## src/rtl/insn_obi_pkg.sv

```systemverilog
`default_nettype none
// ============================================================================
// Module      : insn_obi_pkg
// Description : Shared types, limits and helpers for the instruction-side
//               OBI responder (entry layout, depth/latency ceilings and the
//               saturating age step).
// Revision    : 1.0 - initial release
// ============================================================================
package insn_obi_pkg;

  // Largest supported number of outstanding granted requests.
  localparam int DEPTH_MAX   = 8;

  // Largest supported grant-to-response latency; fits in the 4-bit age field.
  localparam int LATENCY_MAX = 15;

  // One outstanding request: the accepted address and how long it has waited.
  typedef struct packed {
    logic [31:0] addr;
    logic [3:0]  age;
  } entry_t;

  // Advance an age by one cycle, holding at the latency ceiling so the field
  // never wraps while a response is being stalled.
  function automatic logic [3:0] age_step(input logic [3:0] age,
                                          input logic [3:0] lim);
    return (age >= lim) ? lim : age + 4'd1;
  endfunction

endpackage
`default_nettype wire

```

## src/rtl/insn_obi_fifo.sv

```systemverilog
`default_nettype none
// ============================================================================
// Module      : insn_obi_fifo
// Description : In-order store of outstanding granted requests. Each entry
//               carries its address and an age that counts clock edges since
//               its grant, saturating at LATENCY. Exposes the head entry and
//               the occupancy count.
// Revision    : 1.0 - initial release
// ============================================================================
module insn_obi_fifo
  import insn_obi_pkg::*;
#(
  parameter int DEPTH   = 2,
  parameter int LATENCY = 1
) (
  input  logic                       clk_i,
  input  logic                       rst_ni,
  input  logic                       push_i,
  input  logic [31:0]                push_addr_i,
  input  logic                       pop_i,
  output entry_t                     head_o,
  output logic [$clog2(DEPTH+1)-1:0] count_o
);

  // A single-entry store still needs a one-bit pointer; it simply stays 0.
  localparam int               PTR_W    = (DEPTH > 1) ? $clog2(DEPTH) : 1;
  localparam int               CNT_W    = $clog2(DEPTH + 1);
  localparam logic [PTR_W-1:0] LAST_IDX = PTR_W'(DEPTH - 1);
  localparam logic [3:0]       LAT      = 4'(LATENCY);

  entry_t             mem_q [DEPTH];
  entry_t             mem_d [DEPTH];
  logic [DEPTH-1:0]   valid_q;
  logic [DEPTH-1:0]   valid_d;
  logic [PTR_W-1:0]   wptr_q;
  logic [PTR_W-1:0]   wptr_d;
  logic [PTR_W-1:0]   rptr_q;
  logic [PTR_W-1:0]   rptr_d;
  logic [CNT_W-1:0]   count_q;
  logic [CNT_W-1:0]   count_d;

  // Pointers wrap explicitly at DEPTH so non-power-of-two depths work.
  function automatic logic [PTR_W-1:0] ptr_next(input logic [PTR_W-1:0] p);
    return (p == LAST_IDX) ? '0 : p + PTR_W'(1);
  endfunction

  // Next-state: age every live entry, retire the head on pop, append on push.
  always_comb begin
    mem_d   = mem_q;
    valid_d = valid_q;
    wptr_d  = wptr_q;
    rptr_d  = rptr_q;
    count_d = count_q;

    for (int i = 0; i < DEPTH; i++) begin
      if (valid_q[i]) begin
        mem_d[i].age = age_step(mem_q[i].age, LAT);
      end
    end

    // The top only pops a non-empty store, so rptr_q always names a live entry.
    if (pop_i) begin
      valid_d[rptr_q] = 1'b0;
      rptr_d          = ptr_next(rptr_q);
    end

    // The grant edge itself counts as the first cycle of waiting, so a new
    // entry is written already aged by one step. With LATENCY=1 this makes
    // the response eligible in the cycle right after the grant.
    if (push_i) begin
      mem_d[wptr_q].addr = push_addr_i;
      mem_d[wptr_q].age  = age_step(4'd0, LAT);
      valid_d[wptr_q]    = 1'b1;
      wptr_d             = ptr_next(wptr_q);
    end

    case ({push_i, pop_i})
      2'b10:   count_d = count_q + CNT_W'(1);
      2'b01:   count_d = count_q - CNT_W'(1);
      default: count_d = count_q;
    endcase
  end

  // State registers; reset discards every outstanding request at once.
  always_ff @(posedge clk_i or negedge rst_ni) begin
    if (!rst_ni) begin
      for (int i = 0; i < DEPTH; i++) begin
        mem_q[i] <= '0;
      end
      valid_q <= '0;
      wptr_q  <= '0;
      rptr_q  <= '0;
      count_q <= '0;
    end else begin
      for (int i = 0; i < DEPTH; i++) begin
        mem_q[i] <= mem_d[i];
      end
      valid_q <= valid_d;
      wptr_q  <= wptr_d;
      rptr_q  <= rptr_d;
      count_q <= count_d;
    end
  end

  assign head_o  = mem_q[rptr_q];
  assign count_o = count_q;

endmodule
`default_nettype wire

```

## src/rtl/insn_obi_responder.sv

```systemverilog
`default_nettype none
// ============================================================================
// Module      : insn_obi_responder
// Description : Instruction-side OBI responder. Grants requests while room
//               remains, returns read data from an external combinational
//               memory model in grant order once each request has waited
//               LATENCY cycles, and honours external grant/response stalls.
// Revision    : 1.0 - initial release
// ============================================================================
module insn_obi_responder
  import insn_obi_pkg::*;
#(
  parameter int DEPTH   = 2,
  parameter int LATENCY = 1
) (
  input  logic        clk_i,
  input  logic        rst_ni,
  input  logic        instr_req_i,
  input  logic [31:0] instr_addr_i,
  output logic        instr_gnt_o,
  output logic        instr_rvalid_o,
  output logic [31:0] instr_rdata_o,
  input  logic        gnt_stall_i,
  input  logic        rvalid_stall_i,
  output logic [31:0] mem_addr_o,
  input  logic [31:0] mem_rdata_i
);

  localparam int         CNT_W = $clog2(DEPTH + 1);
  localparam logic [3:0] LAT   = 4'(LATENCY);

  entry_t             head;
  logic [CNT_W-1:0]   count;
  logic               push;
  logic               pop;

  insn_obi_fifo #(
    .DEPTH   (DEPTH),
    .LATENCY (LATENCY)
  ) u_fifo (
    .clk_i       (clk_i),
    .rst_ni      (rst_ni),
    .push_i      (push),
    .push_addr_i (instr_addr_i),
    .pop_i       (pop),
    .head_o      (head),
    .count_o     (count)
  );

  // Grant/response decode. Grant looks only at the registered count, so a
  // full store refuses a new request even when the head pops this cycle.
  // Reset is folded into the grant because an empty store would otherwise
  // grant a request presented while rst_ni is held low.
  always_comb begin
    instr_gnt_o    = rst_ni & instr_req_i & ~gnt_stall_i
                   & (count < CNT_W'(DEPTH));
    instr_rvalid_o = (count != '0) & (head.age >= LAT) & ~rvalid_stall_i;
    instr_rdata_o  = instr_rvalid_o ? mem_rdata_i : '0;
    mem_addr_o     = head.addr;
    push           = instr_gnt_o;
    pop            = instr_rvalid_o;
  end

endmodule
`default_nettype wire

```

## config.mk

```make
export PLATFORM = sky130hd
export DESIGN_NAME = insn_obi_responder
export DESIGN_NICKNAME = d
export VERILOG_FILES = /design/src/rtl/insn_obi_pkg.sv /design/src/rtl/insn_obi_fifo.sv /design/src/rtl/insn_obi_responder.sv
export SDC_FILE = /design/constraint.sdc
export NUM_CORES = 1
export LEC_CHECK = 0
export BUFFER_PORTS_ARGS = -buffer_cell sky130_fd_sc_hd__buf_2
export CAP_MARGIN = 15
export CORE_MARGIN = 2
export CORE_UTILIZATION = 38
export CTS_CLUSTER_SIZE = 16
export DETAILED_ROUTE_END_ITERATION = 10
export HOLD_SLACK_MARGIN = 0.12
export PLACE_DENSITY = 0.66
export SETUP_SLACK_MARGIN = 0.02
export SLEW_MARGIN = 15
export SYNTH_ARGS = -nofsm -noshare
export SYNTH_HDL_FRONTEND = slang
export SYNTH_SLANG_ARGS = --single-unit
```

## constraint.sdc

```tcl
create_clock -name clk_i -period 5.8 [get_ports clk_i]
set_clock_uncertainty 0.1 [all_clocks]
set_input_delay 0.87 -clock clk_i [delete_from_list [all_inputs] [get_ports clk_i]]
set_output_delay 0.87 -clock clk_i [all_outputs]
set_load 0.05 [all_outputs]
```

Word level (Yosys, flattened, before mapping)
Cells that the tools add are included.
Widths: inputs -> output; s select.

word-level totals
  bits in registers = 78
  bits of input ports = 69
  output and inout bits = 66
  logic and storage cells = 68

operators by class
  add/subtract/negate cells = 6
  $lt $le $gt $ge = 11
  eq/ne operators = 2
  multiplexer cells = 24
  bitwise logic cells = 12
  reductions and logical operators = 5

operators by type and width
  cell                 number
  $bwmux 72            2
  $mux 36              4
  $demux 36 s1         2
  $mux 40              1
  $mux 32              1
  $mux 4               5
  $ge 4x1->1 const B   3
  $add 4x1->4 const B  2
  $and 1x1->1          5
  $ge 2x2->1 const B   2
  $lt 1x2->1 const B   2
  $mux 1               4
  $mux 2               2
  $not 1->2            2
  $pmux 2 s2           1
  $reduce_bool 2->1    2
  $logic_and 1x1->1    3
  $add 1x1->1 const B  2
  $add 2x1->2 const B  1
  $and 2x2->2          1
  $demux 1 s1          2
  $eq 2x1->1 const B   1
  $eq 2x2->1 const B   1
  $ge 1x1->1 const B   2
  other kinds (6)      7

Depth between registers and ports, before layout
  word-level depth = 10
  mapped depth = 9
  mapped depth without buffers = 7

Cells and area by module
From an unflattened synthesis, not the netlist that was laid out.

unflattened totals
  cells, all modules = 282
  area, all modules = 3,903.7 µm²

by module, submodules not included
  module              times used  cells each  area each (µm²)  seq. area each (µm²)
  insn_obi_fifo       1           240         3,562.2          1,951.9
  insn_obi_responder  1           42          341.6            0.0

Least setup slack after synthesis
Ideal clock, no wire load.

  kind = input to output
  start point = input port rvalid_stall_i
  end point = output port instr_rdata_o[10]
  arrival = 1.823 ns
  required time = 4.830 ns
  path slack = 3.007 ns
  stages on the path = 3
  path buffers = 1
  cell sequence = o21ba_2 -> clkbuf_1 -> and3_1

on the way
  cells in the longest elaborated chain, start to end = 3

ends and longest elaborated chain
  item             line                      RTL
  start, declared  insn_obi_responder.sv:24  input logic rvalid_stall_i,
  $not 1->1        insn_obi_responder.sv:57  instr_rvalid_o = (count != '0) & (head.age >= LAT) & ~rvalid_stall_i;
  $and 1x1->1      insn_obi_responder.sv:57
  $mux 32          insn_obi_responder.sv:58  instr_rdata_o = instr_rvalid_o ? mem_rdata_i : '0;
  end, declared    insn_obi_responder.sv:22  output logic [31:0] instr_rdata_o,

No other way between the ends.

Final worst setup path
  start point = register u_fifo.rptr_q
  end point = output port instr_rdata_o[9]

on the way
  cells in the longest elaborated chain, start to end = 8

ends and longest elaborated chain
  item                                        line                      RTL
  start, declared                             insn_obi_fifo.sv:37       logic [PTR_W-1:0] rptr_q;
  start signal, assigned                      insn_obi_fifo.sv:100      rptr_q <= rptr_d;
  $not 1->2 (not written as such)             insn_obi_fifo.sv:105      assign head_o = mem_q[rptr_q];
  $mux 36 (not written as such) (3 in a row)  insn_obi_fifo.sv:105
  $ge 4x1->1                                  insn_obi_responder.sv:57
  $and 1x1->1 (2 in a row)                    insn_obi_responder.sv:57
  $mux 32                                     insn_obi_responder.sv:58

No other way between the ends. The select of a mux whose other input is x is not followed.

==> run_results.csv <==
group,metric,value,unit
logic_synthesis,synthCells,276,
power,sequentialPowerShare,0.328,
power,total_switching_power,1430,uW
global_routing,grt-ovfl-total,0,
power,vdd.ir_drop.worst,0.000291,V
die,design.die.area,11000,um^2
global_routing,globalRouteTotalUtil,0.150,
routing,vias_per_cell,4.83,
die,floorplan.rows,36,
sta,timing.final.setup_violations,0,
sta,timing_worst_slew_pin_value,987,ps
clocking,clkTransAtPathRegs,80,ps
setup_path,timing.critical_path.fanout_max,37,
clocking,cts_hold_repair.buffers,0,
sta,post-route-min-period,3360,ps
logic_synthesis,yosys.cell_types.count,39,
logic_synthesis,synth_enable_flop_cells,0,
sta,max_slew_margin,0.342,
setup_path,cp_data_required_time,4830,ps
sta,max_freq,297,MHz
layout,finish.utilization,0.482,
clocking,cts_tree,"built",
routing,dr.pass1.iters,4,
status,outcome,"complete, no violations",
placement,gp_congestion,0.688,
die,top_level_ports,135,
sta,maxSlewViolCount,0,
logic_synthesis,synth.most_common_cell,"sky130_fd_sc_hd__dfrtp_1",
logic_synthesis,synthFlopType,"sky130_fd_sc_hd__dfrtp_1",
layout,final_net_count,479,
power,leakagePower,0.00243,uW
logic_synthesis,yosysTopAreaCellShare,0.505,
logic_synthesis,mappedNetlistArea,3860,um^2
power,power-per-cell-area,626,nW/um^2
power,clock_share_of_power,0.111,
die,fp.dieH,105,um
sta,min_period_over_period,0.580,
hold_path,hold-path-cell-count,1,
logic_synthesis,synth_seq_area_share,0.505,
routing,drt-wirelength-per-cell,14.8,um
clocking,cts-resized-gates,0,
routing,wl,7970,um
power,combPwrFrac,0.562,
setup_path,worstRegToRegCells,7,
hold_path,hold_wc_path_type,"reg -> reg",
logic_synthesis,synth_top_cells_by_area,"sky130_fd_sc_hd__dfrtp_1 51%, sky130_fd_sc_hd__mux2_2 18%, sky130_fd_sc_hd__mux2_4 9.7%, sky130_fd_sc_hd__and3_1 5.2%, sky130_fd_sc_hd__mux2_1 2.3%",
setup_path,critical_path_arrival,2390,ps
setup_path,critical_path_class,"reg -> out",
setup_path,cp_startpoint_kind,"register",
logic_synthesis,synth_top_cell_by_area,"sky130_fd_sc_hd__dfrtp_1",
clocking,cts_sinks,78,
layout,register_area,1950,um^2
routing,dr.first_iter.drc_count,77,
layout,synthToLayoutAreaGrowth,22.3,%
clocking,clock-root-buffer,"sky130_fd_sc_hd__clkbuf_8",
routing,postRouteAntennaNets,0,
logic_synthesis,synth_fp_nets,351,
power,p_int,1530,uW
global_routing,grt_pass1_vias,2714,
logic_synthesis,postSynthRegisterBits,78,
layout,final_layout_size_suffix_gt1_frac,0.592,
global_routing,grt_antenna_before_repair,0,
clocking,cts.htree.levels,3,
logic_synthesis,ys.warnings.count,0,
clocking,cts_buffers,9,
clocking,post_cts_buffers,0,
sta,setup_repair_after_global_routing_missed_its_margin,"false",
clocking,bufs_on_longest_clock_path,2,
logic_synthesis,asr_flop_ratio_synth,1.00,
die,initial_core_utilization,0.394,
run,max-cap-violations,0,
sta,tns_setup,0,ps
routing,remaining_drc_errors,0,
layout,diodes,0,
routing,detailroute.via_count,2607,
placement,place_hpwl,5270,um
setup_path,setup.worst_path.end_class,"output pin",
die,fp.dieW,105,um
global_routing,grt_pass1_wl,13300,um
logic_synthesis,avgSynthCellArea,14.0,um^2
power,swShare,0.485,
logic_synthesis,ys_top_cells_by_count,"78 x sky130_fd_sc_hd__dfrtp_1, 63 x sky130_fd_sc_hd__mux2_2, 32 x sky130_fd_sc_hd__and3_1",
placement,numPortBuffers,134,
clocking,clk-insertion-delay-late,340,ps
layout,nFillCells,910,
layout,multiInputGateArea,1760,um^2
sta,final_hold_viol_count,0,
global_routing,pin_count_of_the_biggest_net_entering_global_routing,80,
die,design.core.area,9820,um^2
-- worst paths after layout --
path	slack, ps	from	to
min in group asynchronous	580	rst_ni	async pin
worst min register to register	390	register	register
worst max register to register	3320	u_fifo.rptr_q$_DFFE_PN0N_	u_fifo.count_o[1]$_DFFE_PN0P_
worst max-delay path	2440	u_fifo.rptr_q$_DFFE_PN0N_	instr_rdata_o[9]
max in group asynchronous	4350	rst_ni	u_fifo.rptr_q$_DFFE_PN0N_
worst min-delay path	390	register	register
-- critical path, cell delays in order (launching register included) --
cell and delay, ps:
sky130_fd_sc_hd__dfrtp_2 950, sky130_fd_sc_hd__o41ai_1 210, sky130_fd_sc_hd__o21ai_1 130, sky130_fd_sc_hd__buf_4 280
sky130_fd_sc_hd__and3_1 200, sky130_fd_sc_hd__buf_2 260
-- power by group through the flow --
| stage | Combinational (uW) | Sequential [uW] | Clock [uW] |
|---|---|---|---|
| floorplan | 1440 | 882 | 0 |
| global placement | 1650 | 970 | 0 |
| detailed placement | 1670 | 979 | 0 |
| CTS | 1680 | 972 | 347 |
| global route | 1750 | 1010 | 376 |
| finish | 1660 | 970 | 328 |
-- area by class of cell --
type / instances / area share
Tap cell: 133 / 0.0352
Multi-Input combinational cell: 174 / 0.372
Clock inverter: 3 / 0.00318
Sequential cell: 78 / 0.413
Timing Repair Buffer: 135 / 0.144
Clock buffer: 11 / 0.0278
Inverter: 6 / 0.00476
-- metal layers --
layer | GRT usage | part of all wire
met5 | 0 | 0
met4 | 0.0438 | 0.0092
met3 | 0.0462 | 0.045
met2 | 0.249 | 0.49
met1 | 0.188 | 0.45
-- cells in the final DEF (no fill, tap or decap), drive strengths merged, types with 2 or more instances in the layout --
cell type	n
buf	135
and2	2
nand2b	2
xnor2	3
nor2b	3
o21ai	2
clkbuf	11
nor3b	3
dfrtp	78
nor2	4
inv	6
o32ai	3
ha	6
and3	32
clkinv	3
mux2	96
nand4b	3
-- metrics by stage --
step | setup WS, ps | cell area, um^2 | hold slack, ps | power, uW | cells
finish | 2440 | 4730 | 387 | 2960 | 540
global route | 2290 | 4730 | 417 | 3130 | 540
CTS | 2380 | 4730 | 388 | 3000 | 540
detailed placement | 2450 | 4580 | 371 | 2650 | 526
global placement | 2510 | 4580 | 363 | 2620 | 526
floorplan | 3010 | 3860 | 354 | 2320 | 276
-- cell families (layout without fill, tap and decap cells) --
| family | Yosys count | in the layout | synth area share |
|---|---|---|---|
| AO/OA/AOI/OAI | 12 | 12 | 0.0240 |
| buffers and inverters | 24 | 155 | 0.0398 |
| adder cells (fa/ha/maj) | 6 | 6 | 0.0194 |
| XOR/XNOR | 4 | 4 | 0.00907 |
| AND/OR/NAND/NOR | 56 | 56 | 0.0987 |
| multiplexers | 96 | 96 | 0.304 |
| flip-flops | 78 | 78 | 0.505 |
Power figures use the tool's default switching activity.
